[config.mk]
export PLATFORM = sky130hd
export DESIGN_NAME = anneal_scheduler
export DESIGN_NICKNAME = d
export VERILOG_FILES = /design/src/rtl/anneal_pkg.sv /design/src/rtl/anneal_scheduler_step_timer.sv /design/src/rtl/anneal_scheduler.sv
export SDC_FILE = /design/constraint.sdc
export NUM_CORES = 1
export LEC_CHECK = 0
export CAP_MARGIN = 25
export CORE_AREA = 2 2 253 255
export DETAILED_ROUTE_END_ITERATION = 10
export DIE_AREA = 0 0 255 257
export PLACE_DENSITY_LB_ADDON = 0.2
export REMOVE_ABC_BUFFERS = 1
export SETUP_SLACK_MARGIN = 0.02
export SLEW_MARGIN = 20
export SYNTH_ARGS = -nofsm -noshare
export SYNTH_HDL_FRONTEND = slang
export SYNTH_SLANG_ARGS = --single-unit
[constraint.sdc]
create_clock -name clk -period 5.35 [get_ports clk]
set_clock_uncertainty 0.1 [all_clocks]
set_input_delay 0.535 -clock clk [delete_from_list [all_inputs] [get_ports clk]]
set_output_delay 0.535 -clock clk [all_outputs]
set_load 0.005 [all_outputs]
[src/rtl/anneal_pkg.sv]
// rtl/anneal_pkg.sv - shared state codes, default widths and bias arithmetic for the anneal scheduler
package anneal_pkg;

    localparam int N_SPIN_DEF     = 144;
    localparam int CYC_W_DEF      = 16;
    localparam int STEP_W_DEF     = 8;
    localparam int BIAS_W_DEF     = 8;
    localparam int FREEZE_CYC_DEF = 2;

    localparam int ST_W = 3;

    localparam logic [ST_W-1:0] S_IDLE    = 3'd0;
    localparam logic [ST_W-1:0] S_RUN     = 3'd1;
    localparam logic [ST_W-1:0] S_FREEZE  = 3'd2;
    localparam logic [ST_W-1:0] S_CAPTURE = 3'd3;
    localparam logic [ST_W-1:0] S_HOLD    = 3'd4;
    localparam logic [ST_W-1:0] S_ADVANCE = 3'd5;

    // Bias ramp step: a - b clamped at zero so the DAC code never wraps.
    function automatic int unsigned sat_sub(input int unsigned a, input int unsigned b);
        return (a > b) ? (a - b) : 0;
    endfunction

endpackage

[src/rtl/anneal_scheduler_step_timer.sv]
// rtl/anneal_scheduler_step_timer.sv - loadable down-counter timing the RUN and FREEZE intervals
// Ports: clk, rst (sync, active-high), load/load_val (preset count), en (count down), zero (count == 0).
module step_timer #(
    parameter int W = 16
) (
    input  logic         clk,
    input  logic         rst,
    input  logic         load,
    input  logic         en,
    input  logic [W-1:0] load_val,
    output logic         zero
);

    logic [W-1:0] count;

    always_ff @(posedge clk) begin
        if (rst) begin
            count <= '0;
        end else if (load) begin
            count <= load_val;
        end else if (en && (count != '0)) begin
            count <= count - W'(1);
        end
    end

    assign zero = (count == '0);

endmodule

[src/rtl/anneal_scheduler.sv]
// rtl/anneal_scheduler.sv - step sequencer for the VRSPAD latch chain: enable gating, bias ramp, snapshot readout
// Ports: clk, rst (sync, active-high); start/abort control; cfg_* run configuration (shadowed on start);
//        state_in from the chain; latch_enable/cuts/bias_code drive the chain;
//        res_data/res_step/res_last with res_valid/res_ready readout handshake; busy, done status.
module anneal_scheduler
    import anneal_pkg::*;
#(
    parameter int N_SPIN     = N_SPIN_DEF,
    parameter int CYC_W      = CYC_W_DEF,
    parameter int STEP_W     = STEP_W_DEF,
    parameter int BIAS_W     = BIAS_W_DEF,
    parameter int FREEZE_CYC = FREEZE_CYC_DEF
) (
    input  logic              clk,
    input  logic              rst,
    input  logic              start,
    input  logic              abort,
    input  logic [CYC_W-1:0]  cfg_step_cycles,
    input  logic [STEP_W-1:0] cfg_num_steps,
    input  logic [BIAS_W-1:0] cfg_bias_start,
    input  logic [BIAS_W-1:0] cfg_bias_delta,
    input  logic              cfg_trace,
    input  logic [N_SPIN:0]   cfg_cuts,
    input  logic [N_SPIN-1:0] state_in,
    output logic              latch_enable,
    output logic [N_SPIN:0]   cuts,
    output logic [BIAS_W-1:0] bias_code,
    output logic [N_SPIN-1:0] res_data,
    output logic [STEP_W-1:0] res_step,
    output logic              res_last,
    output logic              res_valid,
    input  logic              res_ready,
    output logic              busy,
    output logic              done
);

    localparam logic [CYC_W-1:0] FREEZE_M1 = CYC_W'(FREEZE_CYC - 1);

    logic [ST_W-1:0]   state;
    logic [STEP_W-1:0] step;

    // Shadow configuration; zero counts are folded to 1 here, stored as (count - 1).
    logic [CYC_W-1:0]  sh_cyc_m1;
    logic [STEP_W-1:0] sh_last_step;
    logic [BIAS_W-1:0] sh_delta;
    logic              sh_trace;

    logic              tmr_load;
    logic              tmr_en;
    logic              tmr_zero;
    logic [CYC_W-1:0]  tmr_val;

    logic              step_final;
    logic              step_emits;

    assign step_final   = (step == sh_last_step);
    assign step_emits   = sh_trace || step_final;
    assign latch_enable = (state == S_RUN);
    assign busy         = (state != S_IDLE);
    assign tmr_en       = (state == S_RUN) || (state == S_FREEZE);

    // Timer preset: each interval loads (length - 1) and ends on the cycle it reads zero.
    always_comb begin
        tmr_load = 1'b0;
        tmr_val  = sh_cyc_m1;
        case (state)
            S_IDLE: begin
                if (start) begin
                    tmr_load = 1'b1;
                    tmr_val  = (cfg_step_cycles == '0) ? '0 : cfg_step_cycles - CYC_W'(1);
                end
            end
            S_RUN: begin
                if (tmr_zero) begin
                    tmr_load = 1'b1;
                    tmr_val  = FREEZE_M1;
                end
            end
            S_ADVANCE: begin
                if (!step_final) begin
                    tmr_load = 1'b1;
                    tmr_val  = sh_cyc_m1;
                end
            end
            default: begin
                tmr_load = 1'b0;
            end
        endcase
    end

    step_timer #(
        .W(CYC_W)
    ) u_timer (
        .clk      (clk),
        .rst      (rst),
        .load     (tmr_load),
        .en       (tmr_en),
        .load_val (tmr_val),
        .zero     (tmr_zero)
    );

    always_ff @(posedge clk) begin
        done <= 1'b0;
        if (rst) begin
            state        <= S_IDLE;
            step         <= '0;
            sh_cyc_m1    <= '0;
            sh_last_step <= '0;
            sh_delta     <= '0;
            sh_trace     <= 1'b0;
            cuts         <= '0;
            bias_code    <= '0;
            res_data     <= '0;
            res_step     <= '0;
            res_last     <= 1'b0;
            res_valid    <= 1'b0;
        end else if (abort) begin
            // Also covers start+abort together in IDLE: nothing is latched.
            state     <= S_IDLE;
            res_valid <= 1'b0;
        end else begin
            case (state)
                S_IDLE: begin
                    if (start) begin
                        sh_cyc_m1    <= (cfg_step_cycles == '0) ? '0 : cfg_step_cycles - CYC_W'(1);
                        sh_last_step <= (cfg_num_steps == '0) ? '0 : cfg_num_steps - STEP_W'(1);
                        sh_delta     <= cfg_bias_delta;
                        sh_trace     <= cfg_trace;
                        cuts         <= cfg_cuts;
                        bias_code    <= cfg_bias_start;
                        step         <= '0;
                        state        <= S_RUN;
                    end
                end
                S_RUN: begin
                    if (tmr_zero) begin
                        state <= S_FREEZE;
                    end
                end
                S_FREEZE: begin
                    if (tmr_zero) begin
                        if (step_emits) begin
                            // Snapshot taken at the edge closing the last freeze cycle.
                            res_data <= state_in;
                            res_step <= step;
                            res_last <= step_final;
                            state    <= S_CAPTURE;
                        end else begin
                            state <= S_ADVANCE;
                        end
                    end
                end
                S_CAPTURE: begin
                    res_valid <= 1'b1;
                    state     <= S_HOLD;
                end
                S_HOLD: begin
                    if (res_ready) begin
                        res_valid <= 1'b0;
                        state     <= S_ADVANCE;
                    end
                end
                S_ADVANCE: begin
                    if (step_final) begin
                        done  <= 1'b1;
                        state <= S_IDLE;
                    end else begin
                        step      <= step + STEP_W'(1);
                        bias_code <= BIAS_W'(sat_sub(32'(bias_code), 32'(sh_delta)));
                        state     <= S_RUN;
                    end
                end
                default: begin
                    state <= S_IDLE;
                end
            endcase
        end
    end

endmodule

== Word level (Yosys, flattened, before mapping) ==
Cells that the tools add are included.
Storage, ports and cells
  bits in registers: 368
  input bits: 335
  output and inout port bits: 310
  logic and storage cells: 81
Cells by class
  $add $sub $neg: 5
  $lt $le $gt $ge: 1
  equality and inequality tests: 11
  muxes and demuxes: 28
  bitwise operators: 2
  reduce and logical (&&, ||, !) cells: 20
Operator list (count)
  $mux W16: 5
  $mux W8: 6
  $logic_not A16 Y1: 2
  $pmux W16 S2: 1
  $pmux W8 S2: 2
  $sub A16 B1 Y16 const B: 2
  $pmux W3 S6: 1
  $reduce_bool A16 Y1: 1
  $mux W3: 5
  $reduce_and A4 Y1: 3
  $add A8 B1 Y8 const B: 1
  $eq A8 B8 Y1: 1
  $gt A8 B8 Y1: 1
  $logic_not A8 Y1: 1
  $ne A2 B2 Y1 const B: 4
  $sub A8 B1 Y8 const B: 1
  $sub A8 B8 Y8: 1
  $eq A3 B2 Y1 const B: 2
  $eq A3 B3 Y1 const B: 2
  $mux W1: 6
  $reduce_bool A2 Y1: 3
  $reduce_and A2 Y1: 2
  $eq A3 B1 Y1 const B: 1
  $logic_not A3 Y1: 1
  10 further kinds: 12

== Depth between registers and ports, before layout ==
  depth after elaboration: 5
  depth in mapped cells: 11
  mapped depth without buffers: 10

== Hierarchy ==
From an unflattened synthesis, not the netlist that was laid out.
Second synthesis, totals
  cells, all modules: 1890
  area total of the unflattened synthesis: 15268.4 µm²
Modules (own cells, without submodules)
  anneal_scheduler: times used 1, cells each 1760, area each 14124.8 µm², seq. area each 7046.8 µm²
  step_timer: times used 1, cells each 130, area each 1143.6 µm², seq. area each 320.3 µm²

== Worst setup path after synthesis ==
Ideal clock, no wire load.
  kind: input port to flip-flop
  start: in cfg_step_cycles[0]
  end: reg u_timer.count[9]
  setup time: 134 ps
  arrival: 2322 ps
  data required time: 5116 ps
  setup slack: 2794 ps
  stages on the path: 9
  buffers on the path: 1
  path through: inv_1 -> ha_1 -> nor3b_1 -> nand2_1 -> nor2_1 -> buf_1 -> nor2_1 -> a221oi_1 -> a211oi_1
Between the ends
  word-level cells in the longest chain between the ends: 5
  elaborated cells between the ends (all ways): 6
  those cells by class: 1 x add/sub; 4 x mux; 1 x reduce/logical
Ends and longest elaborated chain
  start, declared: line anneal_scheduler.sv:18  | input logic [CYC_W-1:0] cfg_step_cycles,
  $sub A16 B1 Y16 or $logic_not A16 Y1 (tied branches): line anneal_scheduler.sv:70  | tmr_val = (cfg_step_cycles == '0) ? '0 : cfg_step_cycles - CYC_W'(1);
  $mux W16 *: line anneal_scheduler.sv:70
  $mux W16 *
  $pmux W16 S2 *: line anneal_scheduler.sv:66  | case (state)
  $mux W16 *: line anneal_scheduler_step_timer.sv:19  | end else if (load) begin
  end signal, assigned: line anneal_scheduler_step_timer.sv:20  | count <= load_val;
  end signal, assigned: line anneal_scheduler_step_timer.sv:22  | count <= count - W'(1);
  end, declared: line anneal_scheduler_step_timer.sv:14  | logic [W-1:0] count;
Mark *: on every way between the ends. The rest lies on a longest branch, timed or not.
A chain may end at the register's enable or synchronous reset.

== Worst setup path in the final report ==
  start: reg u_timer.count[0]
  end: reg res_data[68]
Between the ends
  word-level cells in the longest chain between the ends: 2
Ends and longest elaborated chain
  $logic_not A16 Y1: line anneal_scheduler_step_timer.sv:26  | assign zero = (count == '0);
  $reduce_and A4 Y1 (no line)
  end signal, assigned: line anneal_scheduler.sv:144  | res_data <= state_in;
  end, declared: line anneal_scheduler.sv:28  | output logic [N_SPIN-1:0] res_data,
No other way between the ends.

==> results.md <==
* Status: complete, no violations
* CP required at 5.73 ns
* MaxCap Viol Count at 0
* Flop pwr share at 0.430
* Placed Area at 0.0215 mm2
* Final WL at 57.3 mm
* Synthesized area at 0.0144 mm2
* Hold Vio Cnt, Final at 0
* Routed Antenna Nets at 0
* CP max FO at 81
* Clk sinks at 368
* Layout cells sized above 1 at 0.0408
* Die Ht at 257 um
* HP Class: primary input to register
* Clock Tree Buf Depth at 3
* Die area at 0.0655 mm2
* Top FF cell, synth: dfxtp_1
* DP HPWL at 41.6 mm
* Comb pwr share at 0.124
* Setup Slack @ Placement at 1.66 ns
* Headroom to the max-slew limit at 0.313
* Clk Latency, worst-skew pair at 0.57 ns
* Final setup viols at 0
* Layout Nets at 2766
* Initial DRC Count at 881
* Crit path DAT at 3.81 ns
* Drt first pass iters at 6
* EDFF count, synth at 0
* Power Total at 0.00670 W
* Leading area contributor after synthesis: dfxtp_1
* Sw frac at 0.249
* Initial antenna violation count at 4
* Hold buffer count at cts at 0
* RSZ-0062 raised after global routing: false
* CTS tree: done
* Seq/Total Area, Yosys at 0.512
* VDD IR-drop max at 0.207 mV
* Grt ovf at 0
* Post-layout minimum cycle time at 3.43 ns
* Type of the worst setup path: register to register
* Startpoint Class: register
* Count of different cell masters after synthesis at 65
* Area growth syn-to-layout at 59.6%
* Via/cell ratio at 4.48
* Util after Layout at 0.366
* Area of the core at 0.0627 mm2
* Ys async rst share at 0
* I/O pins at 645
* P_sw at 0.00167 W
* Per-cell routed wire length at 17.4 um
* Vias in the first global route at 14300
* Synth Instances at 1839
* Crit path capture type: register
* Final worst-path cycle share at 0.642
* Worst slew pin tran at 1.03 ns
* Clk root buf: clkbuf_16
* Static leakage at 7.92 nW
* Starting Density at 0.229
* Rows at 92
* First-pass GRT wire length at 85.7 mm
* Residual DRC count at 0
* Syn_area_per_cell at 7.82 um2
* IO Port Bufs at 644
* Vias at 14800
* GRT Overall Usage at 0.167
* Yosys reg bits at 368
* H-tree levels at 2
* TritonCTS buffer count at 45
* YS warnings at 0
* TNS Setup at 0 ns
* Synth top area cells: dfxtp_1 (51%), nand2_1 (17%), a21oi_1 (12%), clkbuf_1 (2.7%), nor2_1 (1.9%)
* Top-area cell type share of the netlist area at 0.512
* Internal power at 0.00503 W
* Cell Pwr Density at 292 mW/mm2
* Die Width at 255 um
* Clock transition at path regs at 0.06 ns
* Post-CTS sizing at 0
* Clock Power Share at 0.446
* GPL Wtd Cong at 0.855
* Postcts setup bufs at 0
* Post-route setup slack at 1.92 ns
* Final Max Tran Viols at 0
* Largest net degree at the start of global routing at 178
* Post-route cell area at 0.0230 mm2
* Fmax at 291 MHz
cell type report:
| class | count | area (um2) |
|---|---|---|
| Fill cell | 6549 | 39800 |
| Sequential cell | 368 | 7370 |
| Timing Repair Buffer | 658 | 6590 |
| Multi-Input combinational cell | 1321 | 6400 |
| Clock buffer | 66 | 1320 |
| Tap cell | 846 | 1060 |
| Clock inverter | 15 | 139 |
| Inverter | 23 | 86.3 |
| Antenna cell | 2 | 5.00 |
power by group through the flow:
stage / registers [W] / clock network [W] / logic, W
2_1_floorplan: 0.00294 / 0 / 0.000305
3_3_place_gp: 0.00294 / 0 / 0.000829
3_5_place_dp: 0.00294 / 0 / 0.000834
4_1_cts: 0.00288 / 0.00311 / 0.000839
5_1_grt: 0.00290 / 0.00321 / 0.000907
6_report: 0.00289 / 0.00299 / 0.000830
layout by cell type (no fill, tap or decap), types with 4 or more instances in the layout:
cell type | netlist | layout
nor4_1 | 10 | 10
o21a_1 | 6 | 6
a31oi_1 | 4 | 4
ha_1 | 13 | 13
nand3_1 | 13 | 13
a211oi_1 | 9 | 9
clkdlybuf4s50_1 | 0 | 643
nand2b_1 | 6 | 6
nand2_1 | 652 | 651
xor2_1 | 19 | 19
xnor2_1 | 14 | 14
or3_1 | 9 | 9
nor2_1 | 71 | 70
clkinv_2 | 0 | 7
clkbuf_16 | 0 | 45
o21ai_0 | 20 | 20
nor3_1 | 25 | 25
a221oi_1 | 7 | 7
a21oi_1 | 343 | 343
a21o_1 | 7 | 7
buf_4 | 1 | 11
inv_1 | 23 | 23
nor3b_1 | 5 | 5
clkbuf_8 | 0 | 11
nor4b_1 | 5 | 5
dfxtp_1 | 368 | 368
clkbuf_1 | 104 | 10
a22oi_1 | 16 | 16
a222oi_1 | 6 | 6
flip-flops by register name (all words and copies together) (netlist names), 3 cells and up:
register / count
res_data: 144
cuts: 145
sh_cyc_m1: 16
u_timer.count: 16
sh_delta: 8
res_step: 8
sh_last_step: 8
bias_code: 8
step: 8
state: 3
worst max-delay path, cell delays in order, from the launching register on:
cell	delay, ns
dfxtp_1	0.35
inv_1	0.09
ha_1	0.17
or4b_4	0.48
or4_4	0.47
nor2_4	0.16
o211a_4	0.79
buf_4	0.41
nand2_1	0.09
a21oi_1	0.15
stage by stage:
| step | instances | hold WS, ns |
|---|---|---|
| 5_1_grt | 3297 | 0.347 |
| 6_report | 3299 | 0.302 |
| 3_5_place_dp | 3216 | 0.342 |
| 3_3_place_gp | 3216 | 0.337 |
| 4_1_cts | 3297 | 0.316 |
| 2_1_floorplan | 1712 | 0.323 |
cells in the mapped netlist (4+ instances only):
library cell	n
nand2_1	652
dfxtp_1	368
a21oi_1	343
clkbuf_1	104
nor2_1	71
nor3_1	25
inv_1	23
o21ai_0	20
xor2_1	19
a22oi_1	16
xnor2_1	14
ha_1	13
nand3_1	13
buf_2	11
nor4_1	10
a211oi_1	9
buf_6	9
or3_1	9
a21o_1	7
a221oi_1	7
a222oi_1	6
nand2b_1	6
o21a_1	6
nor3b_1	5
nor4b_1	5
a31oi_1	4
final timing paths:
kind	startpoint	to	slack, ns	cells after the start
setup / recovery	u_timer.count[0]$_SDFFE_PP0P_	res_data[68]$_SDFFE_PP0P_	1.92	9
hold / removal	rst	res_data[26]$_SDFFE_PP0P_	0.30	2
setup reg to reg	u_timer.count[0]$_SDFFE_PP0P_	res_data[68]$_SDFFE_PP0P_	1.92	9
hold reg to reg	res_data[26]$_SDFFE_PP0P_	res_data[26]$_SDFFE_PP0P_	0.35	2
cells by family after synthesis:
logic type	synth area share
adders and majority gates	0.0127
AOI/OAI and AO/OA	0.177
and+or+nand+nor	0.232
buffers and inverters	0.0450
xor gates and xnor gates	0.0201
muxes	0.00139
DFF	0.512
layer usage:
metal,up-vias,part of all wire,wire length [um],global-route usage
met4,4,0.029,1680,0.0544
met2,552,0.50,28400,0.297
li1,7298,-,-,-
met1,6842,0.38,22000,0.187
met5,-,0.00035,20,0
met3,84,0.091,5210,0.0547
No activity file was read; power rests on OpenSTA's default activity.
